**src/rtl/fpu_sp_pkg.sv**
```systemverilog
// Shared constants, request layout and FSM state type for the single-precision FPU issuer.
// The optional WAIT watchdog is enabled with FPU_SP_ISSUE_TIMEOUT_EN.
package fpu_sp_pkg;

   localparam logic [3:0]  CMD_FPU_SP_ADD = 4'd1;
   localparam logic [3:0]  CMD_FPU_SP_SUB = 4'd2;
   localparam logic [3:0]  CMD_FPU_SP_MUL = 4'd3;
   localparam logic [3:0]  CMD_FPU_SP_DIV = 4'd4;

   localparam logic [31:0] FP_QNAN = 32'h7FC0_0000;

   // Request word is {cmd, a, b}
   localparam int REQ_W = 4 + 32 + 32;

   typedef enum logic [1:0] {
      IDLE,
      ISSUE,
      WAIT,
      HOLD
   } issuer_state_t;

   function automatic logic cmd_is_legal(input logic [3:0] cmd);
      return (cmd >= CMD_FPU_SP_ADD) && (cmd <= CMD_FPU_SP_DIV);
   endfunction

endpackage

```
**src/rtl/fpu_sp_req_fifo.sv**
```systemverilog
// Synchronous request FIFO with a fall-through head; a count register separates full from empty.
module fpu_sp_req_fifo
   import fpu_sp_pkg::*;
#(
   parameter int DEPTH = 4
) (
   input  logic             clk,
   input  logic             rst_n,
   input  logic             push,
   input  logic [REQ_W-1:0] push_data,
   input  logic             pop,
   output logic [REQ_W-1:0] pop_data,
   output logic             full,
   output logic             empty
);

   localparam int PTR_W = $clog2(DEPTH);

   logic [REQ_W-1:0] mem [DEPTH];
   logic [PTR_W-1:0] wr_ptr;
   logic [PTR_W-1:0] rd_ptr;
   logic [PTR_W:0]   count;
   logic             do_push;
   logic             do_pop;

   assign full     = (count == (PTR_W+1)'(DEPTH));
   assign empty    = (count == '0);
   assign do_push  = push && !full;
   assign do_pop   = pop && !empty;
   assign pop_data = mem[rd_ptr];

   always_ff @(posedge clk) begin
      if (!rst_n) begin
         wr_ptr <= '0;
         rd_ptr <= '0;
         count  <= '0;
      end else begin
         if (do_push) wr_ptr <= wr_ptr + PTR_W'(1);
         if (do_pop)  rd_ptr <= rd_ptr + PTR_W'(1);
         case ({do_push, do_pop})
            2'b10:   count <= count + (PTR_W+1)'(1);
            2'b01:   count <= count - (PTR_W+1)'(1);
            default: count <= count;
         endcase
      end
   end

   // Storage needs no reset: the head is only consumed when count says it is valid
   always_ff @(posedge clk) begin
      if (do_push) mem[wr_ptr] <= push_data;
   end

endmodule

```
**src/rtl/fpu_sp_issuer.sv**
```systemverilog
// Queues host FPU requests and issues them one at a time to the FPU, returning each result in order.
// Define FPU_SP_ISSUE_TIMEOUT_EN to abort a WAIT that exceeds TIMEOUT_CYCLES.
//
// state | meaning
// IDLE  | pop the FIFO head when present; legal -> ISSUE, illegal -> HOLD
// ISSUE | single-cycle fpu_dval pulse with operands on fpu_*
// WAIT  | operands held; first fpu_rdy (or watchdog expiry) captures the result
// HOLD  | out_valid high until out_ready
module fpu_sp_issuer
   import fpu_sp_pkg::*;
#(
   parameter int FIFO_DEPTH     = 4,
   parameter int TIMEOUT_CYCLES = 64
) (
   input  logic        clk,
   input  logic        rst_n,
   input  logic        in_valid,
   output logic        in_ready,
   input  logic [3:0]  in_cmd,
   input  logic [31:0] in_a,
   input  logic [31:0] in_b,
   output logic [3:0]  fpu_cmd,
   output logic [31:0] fpu_din1,
   output logic [31:0] fpu_din2,
   output logic        fpu_dval,
   input  logic [31:0] fpu_result,
   input  logic        fpu_rdy,
   output logic        out_valid,
   input  logic        out_ready,
   output logic [31:0] out_result,
   output logic [3:0]  out_cmd,
   output logic        out_illegal,
   output logic        out_timeout,
   output logic        busy
);

   issuer_state_t    state_q;
   issuer_state_t    state_d;
   logic             fifo_full;
   logic             fifo_empty;
   logic             fifo_pop;
   logic [REQ_W-1:0] head;
   logic [3:0]       head_cmd;
   logic [31:0]      head_a;
   logic [31:0]      head_b;
   logic             load_issue;
   logic             load_illegal;
   logic             capture_result;
   logic             capture_timeout;
   logic             wait_expired;

   assign in_ready = rst_n && !fifo_full;

   fpu_sp_req_fifo #(
      .DEPTH(FIFO_DEPTH)
   ) u_req_fifo (
      .clk       (clk),
      .rst_n     (rst_n),
      .push      (in_valid && in_ready),
      .push_data ({in_cmd, in_a, in_b}),
      .pop       (fifo_pop),
      .pop_data  (head),
      .full      (fifo_full),
      .empty     (fifo_empty)
   );

   assign {head_cmd, head_a, head_b} = head;

`ifdef FPU_SP_ISSUE_TIMEOUT_EN
   localparam int TMR_W = $clog2(TIMEOUT_CYCLES + 1);

   logic [TMR_W-1:0] tmr_q;

   // Down-counter reloads on the way into ISSUE and only runs while in WAIT
   always_ff @(posedge clk) begin
      if (!rst_n) begin
         tmr_q <= '0;
      end else if (load_issue) begin
         tmr_q <= TMR_W'(TIMEOUT_CYCLES - 1);
      end else if ((state_q == WAIT) && (tmr_q != '0)) begin
         tmr_q <= tmr_q - TMR_W'(1);
      end
   end

   assign wait_expired = (state_q == WAIT) && (tmr_q == '0);

   always_ff @(posedge clk) begin
      if (!rst_n) begin
         out_timeout <= 1'b0;
      end else if (load_issue || load_illegal) begin
         out_timeout <= 1'b0;
      end else if (capture_timeout) begin
         out_timeout <= 1'b1;
      end
   end
`else
   // No watchdog in this build: WAIT lasts until fpu_rdy, so expiry can never fire
   assign wait_expired = (TIMEOUT_CYCLES < 0);
   assign out_timeout  = 1'b0;
`endif

   always_comb begin
      state_d         = state_q;
      fifo_pop        = 1'b0;
      load_issue      = 1'b0;
      load_illegal    = 1'b0;
      capture_result  = 1'b0;
      capture_timeout = 1'b0;
      case (state_q)
         IDLE: begin
            if (!fifo_empty) begin
               fifo_pop = 1'b1;
               if (cmd_is_legal(head_cmd)) begin
                  load_issue = 1'b1;
                  state_d    = ISSUE;
               end else begin
                  load_illegal = 1'b1;
                  state_d      = HOLD;
               end
            end
         end
         ISSUE: state_d = WAIT;
         WAIT: begin
            if (fpu_rdy) begin
               capture_result = 1'b1;
               state_d        = HOLD;
            end else if (wait_expired) begin
               capture_timeout = 1'b1;
               state_d         = HOLD;
            end
         end
         HOLD: begin
            if (out_ready) state_d = IDLE;
         end
         default: state_d = IDLE;
      endcase
   end

   always_ff @(posedge clk) begin
      if (!rst_n) begin
         state_q     <= IDLE;
         fpu_cmd     <= '0;
         fpu_din1    <= '0;
         fpu_din2    <= '0;
         out_result  <= '0;
         out_cmd     <= '0;
         out_illegal <= 1'b0;
      end else begin
         state_q <= state_d;
         if (load_issue) begin
            fpu_cmd     <= head_cmd;
            fpu_din1    <= head_a;
            fpu_din2    <= head_b;
            out_cmd     <= head_cmd;
            out_illegal <= 1'b0;
         end
         if (load_illegal) begin
            out_result  <= FP_QNAN;
            out_cmd     <= head_cmd;
            out_illegal <= 1'b1;
         end
         if (capture_result)  out_result <= fpu_result;
         if (capture_timeout) out_result <= FP_QNAN;
      end
   end

   assign fpu_dval  = (state_q == ISSUE);
   assign out_valid = (state_q == HOLD);
   assign busy      = !fifo_empty || (state_q != IDLE);

endmodule

```
**config.mk**
```make
export PLATFORM = sky130hd
export DESIGN_NAME = fpu_sp_issuer
export DESIGN_NICKNAME = d
export VERILOG_FILES = /design/src/rtl/fpu_sp_pkg.sv /design/src/rtl/fpu_sp_req_fifo.sv /design/src/rtl/fpu_sp_issuer.sv
export SDC_FILE = /design/constraint.sdc
export NUM_CORES = 1
export LEC_CHECK = 0
export BUFFER_PORTS_ARGS = -buffer_cell sky130_fd_sc_hd__buf_2
export CORE_MARGIN = 5
export CORE_UTILIZATION = 60
export DETAILED_ROUTE_END_ITERATION = 8
export HOLD_SLACK_MARGIN = 0.03
export PLACE_DENSITY = 0.83
export SYNTH_ARGS = -nofsm -noshare
export SYNTH_HDL_FRONTEND = slang
export SYNTH_SLANG_ARGS = --single-unit
```
**constraint.sdc**
```tcl
create_clock -name clk -period 7.5 [get_ports clk]
set_input_delay 1.125 -clock clk [delete_from_list [all_inputs] [get_ports clk]]
set_output_delay 1.125 -clock clk [all_outputs]
set_load 0.01 [all_outputs]
```
==> results.tsv <==
metric	value	unit
fmax	0.262	GHz
root buffer cell	clkbuf_16	
CTS tree	done	
vias	9586	
hold slack	0.453	ns
share of cells above drive strength 1	34.4	%
num rows	58	
height of the die	168	um
final setup fails	0	
Hold Path Origin	fpu_cmd[3]	
Final ANT Viol Nets	0	
net switching fraction of the power	30.1	%
Initial Utilization	60.4	%
syn nets	1076	
cts hold-fix bufs	0	
sw power	1.81	mW
post-synthesis cell area	15100	um2
Synth warnings	0	
CP Class	in2out	
startpoint types	input port	
Worst Path Buf+Inv	5	
Pint	4.20	mW
# fillers	1576	
EDFF count, synth	272	
Worst Hold Path EP	fpu_cmd[3]	
crit share post-route	50.8	%
fin area	17600	um2
clock skew	0.0171	ns
Non-Filler Instances	1498	
wire length per cell	23.7	um
Synth Instances	960	
clk_lat worst skew	0.53	ns
# Post-CTS Setup Buffers	0	
Worst-path clk slew	0.06	ns
worst hold stages	2	
reg2reg setup slack	4.27	ns
slowest CP cell	buf_4	
Max-Cap Viols	0	
area leader, netlist	edfxtp_1	
vias in the first global route	9482	
placed inst area	16300	um2
first-pass GRT wire length	54500	um
Max Root-Sink Buffers	3	
CP Cell Sequence	buf_2, buf_4, inv_2, buf_4, a21oi_1, buf_2	
DR DRC count	0	
setup TNS	0	ns
depth of the most critical reg-to-reg path	5	
placed cells	1422	
RD Place Congestion	0.797	
Max FO, Critical Path	84	
Yosys top cell area share	54.2	%
ys flop type	edfxtp_1	
Flop pwr share	44.2	%
Yosys cell types	40	
kind of cell adding the most delay to the critical path	buffers and inverters	
min Tclk post-route	3.81	ns
largest net degree at the start of global routing	85	
Hold Crit Class	reg2reg	
detailed-route vias per instance	6.40	
CTS sink cnt	388	
Max-slew headroom	19.5	%
PortBufs	213	
Clock Power Share	33.1	%
Post-CTS Resized	0	
initial antenna violation count	8	
Iter 0 DRT Violations	1138	
pwr dens	341	nW/um2
GRT overflow	0	
final hold vios	0	
hpwl dp	19300	um
Logic pwr share	22.6	%
syn avg cell area	15.7	um2
I/O pin total	215	
CTS buffer count	39	
Final Power	6.01	mW
Post-synth ARST share	0	%
RSZ-0062 raised after global routing	false	
crit-path max cell delay	0.72	ns
worst slew pin tran	1.21	ns
Synth-to-Final Area Change	17.0	%
CP required	6.38	ns
max-slew violations	0	
Die Area	28400	um2
Die Wd	168	um
CP endpoint kind	primary output	
status	finished clean	
gr usage total	24.5	%
Final nets	1249	
critical register-to-register path endpoint	out_result[29]	
H-tree Lvls	2	
LEAKAGE	6.12	nW
Synth area leaders	edfxtp_1 (54%), dfxtp_1 (15%), mux4_2 (10%), nand4_1 (3.6%), o31ai_1 (3.3%)	
final wirelength	35500	um
Peak VDD IR	322	uV
Seq/Total Area, Yosys	69.6	%
TritonRoute pass-1 iters	5	
WP data arrival	2.69	ns
core area	25000	um2
synthesized flop and latch total	388	
[cell usage in the layout, fill, tap and decap left out, types with 5 or more instances in the layout]
| cell | count |
|---|---|
| nand4_1 | 87 |
| clkbuf_1 | 5 |
| clkbuf_8 | 6 |
| a21oi_2 | 10 |
| nor2_1 | 19 |
| a21oi_1 | 75 |
| edfxtp_1 | 272 |
| ha_1 | 10 |
| diode_2 | 5 |
| nand3_1 | 47 |
| o31ai_1 | 65 |
| buf_4 | 11 |
| inv_1 | 11 |
| nand2_1 | 15 |
| buf_2 | 213 |
| clkbuf_16 | 41 |
| clkinv_2 | 5 |
| dfxtp_1 | 114 |
| mux4_2 | 68 |
| o211ai_2 | 20 |
| o21ai_0 | 12 |
[layout make-up]
class | count | area (um2) | share of cell area, %
Antenna cell | 5 | 12.5 | 0.0709
Tap cell | 330 | 413 | 2.34
Inverter | 13 | 48.8 | 0.277
Clock inverter | 17 | 196 | 1.11
Timing Repair Buffer | 224 | 1150 | 6.51
Sequential cell | 388 | 10500 | 59.5
Multi-Input combinational cell | 467 | 4180 | 23.7
Clock buffer | 54 | 1140 | 6.45
[worst max-delay path by stage]
stage,depth (start not counted),from,slack [ns],to
after global routing,6,rst_n,3.53,in_ready
after floorplan,3,in_valid,3.68,u_req_fifo.mem[0][0]
after detailed placement,5,rst_n,3.44,u_req_fifo.mem[3][19]
after global placement,5,rst_n,3.52,u_req_fifo.mem[1][11]
after CTS,6,rst_n,3.70,in_ready
final,6,rst_n,3.69,in_ready
[metrics by stage]
step	util (%)	setup WS, ns
floorplan	-	3.68
global placement	65.3	3.52
detailed placement	65.3	3.44
CTS	70.6	3.70
global route	70.6	3.53
finish	70.6	3.69
[layer usage]
| metal | GRT usage (%) | up-vias | part of all wire [%] |
|---|---|---|---|
| li1 | - | 4207 | - |
| met1 | 33.2 | 4767 | 39 |
| met2 | 40.5 | 528 | 50 |
| met3 | 5.00 | 78 | 8.5 |
| met4 | 8.15 | 6 | 3.2 |
| met5 | 0 | - | 0.096 |
[flip-flops by register name, indices dropped and copies added (netlist names), named ones only]
name,count
u_req_fifo.mem,272
u_req_fifo.count,3
u_req_fifo.wr_ptr,2
out_result,32
fpu_din2,32
out_cmd,4
fpu_cmd,4
fpu_din1,32
u_req_fifo.rd_ptr,2
state_q,2
out_illegal,1
[synthesized netlist by cell type (12+ instances only)]
library cell	n
nor2_1	20
o31ai_1	66
a21oi_1	75
mux4_2	68
nand2_1	15
edfxtp_1	272
nand4_1	87
dfxtp_1	116
nand3_1	47
buf_2	15
inv_1	12
o211ai_2	20
o21ai_0	12
clkbuf_1	64
[power by group through the flow]
stage | Sequential, mW | Combinational [mW] | Clock, mW
floorplan | 2.66 | 0.972 | 0
global placement | 2.69 | 1.31 | 0
detailed placement | 2.70 | 1.34 | 0
CTS | 2.66 | 1.36 | 2.01
global route | 2.69 | 1.46 | 2.12
finish | 2.66 | 1.36 | 1.99
[kinds of logic after synthesis]
logic type                 after synthesis  synth area share (%)
xor gates and xnor gates                 7                 0.407
other                                    1                0.0249
DFF                                    388                  69.6
and+or+nand+nor                        184                  6.69
buffers and inverters                  105                  2.96
adders and majority gates               11                 0.963
AOI/OAI and AO/OA                      196                  9.17
muxes                                   68                  10.2
[worst min-delay path: cells and delay by family, from the launching register on]
kind            cells  cell delay (ns)
flops               1             0.32
simple gates        1             0.06
compound gates      1             0.03
(Power assumes the default switching activity.)
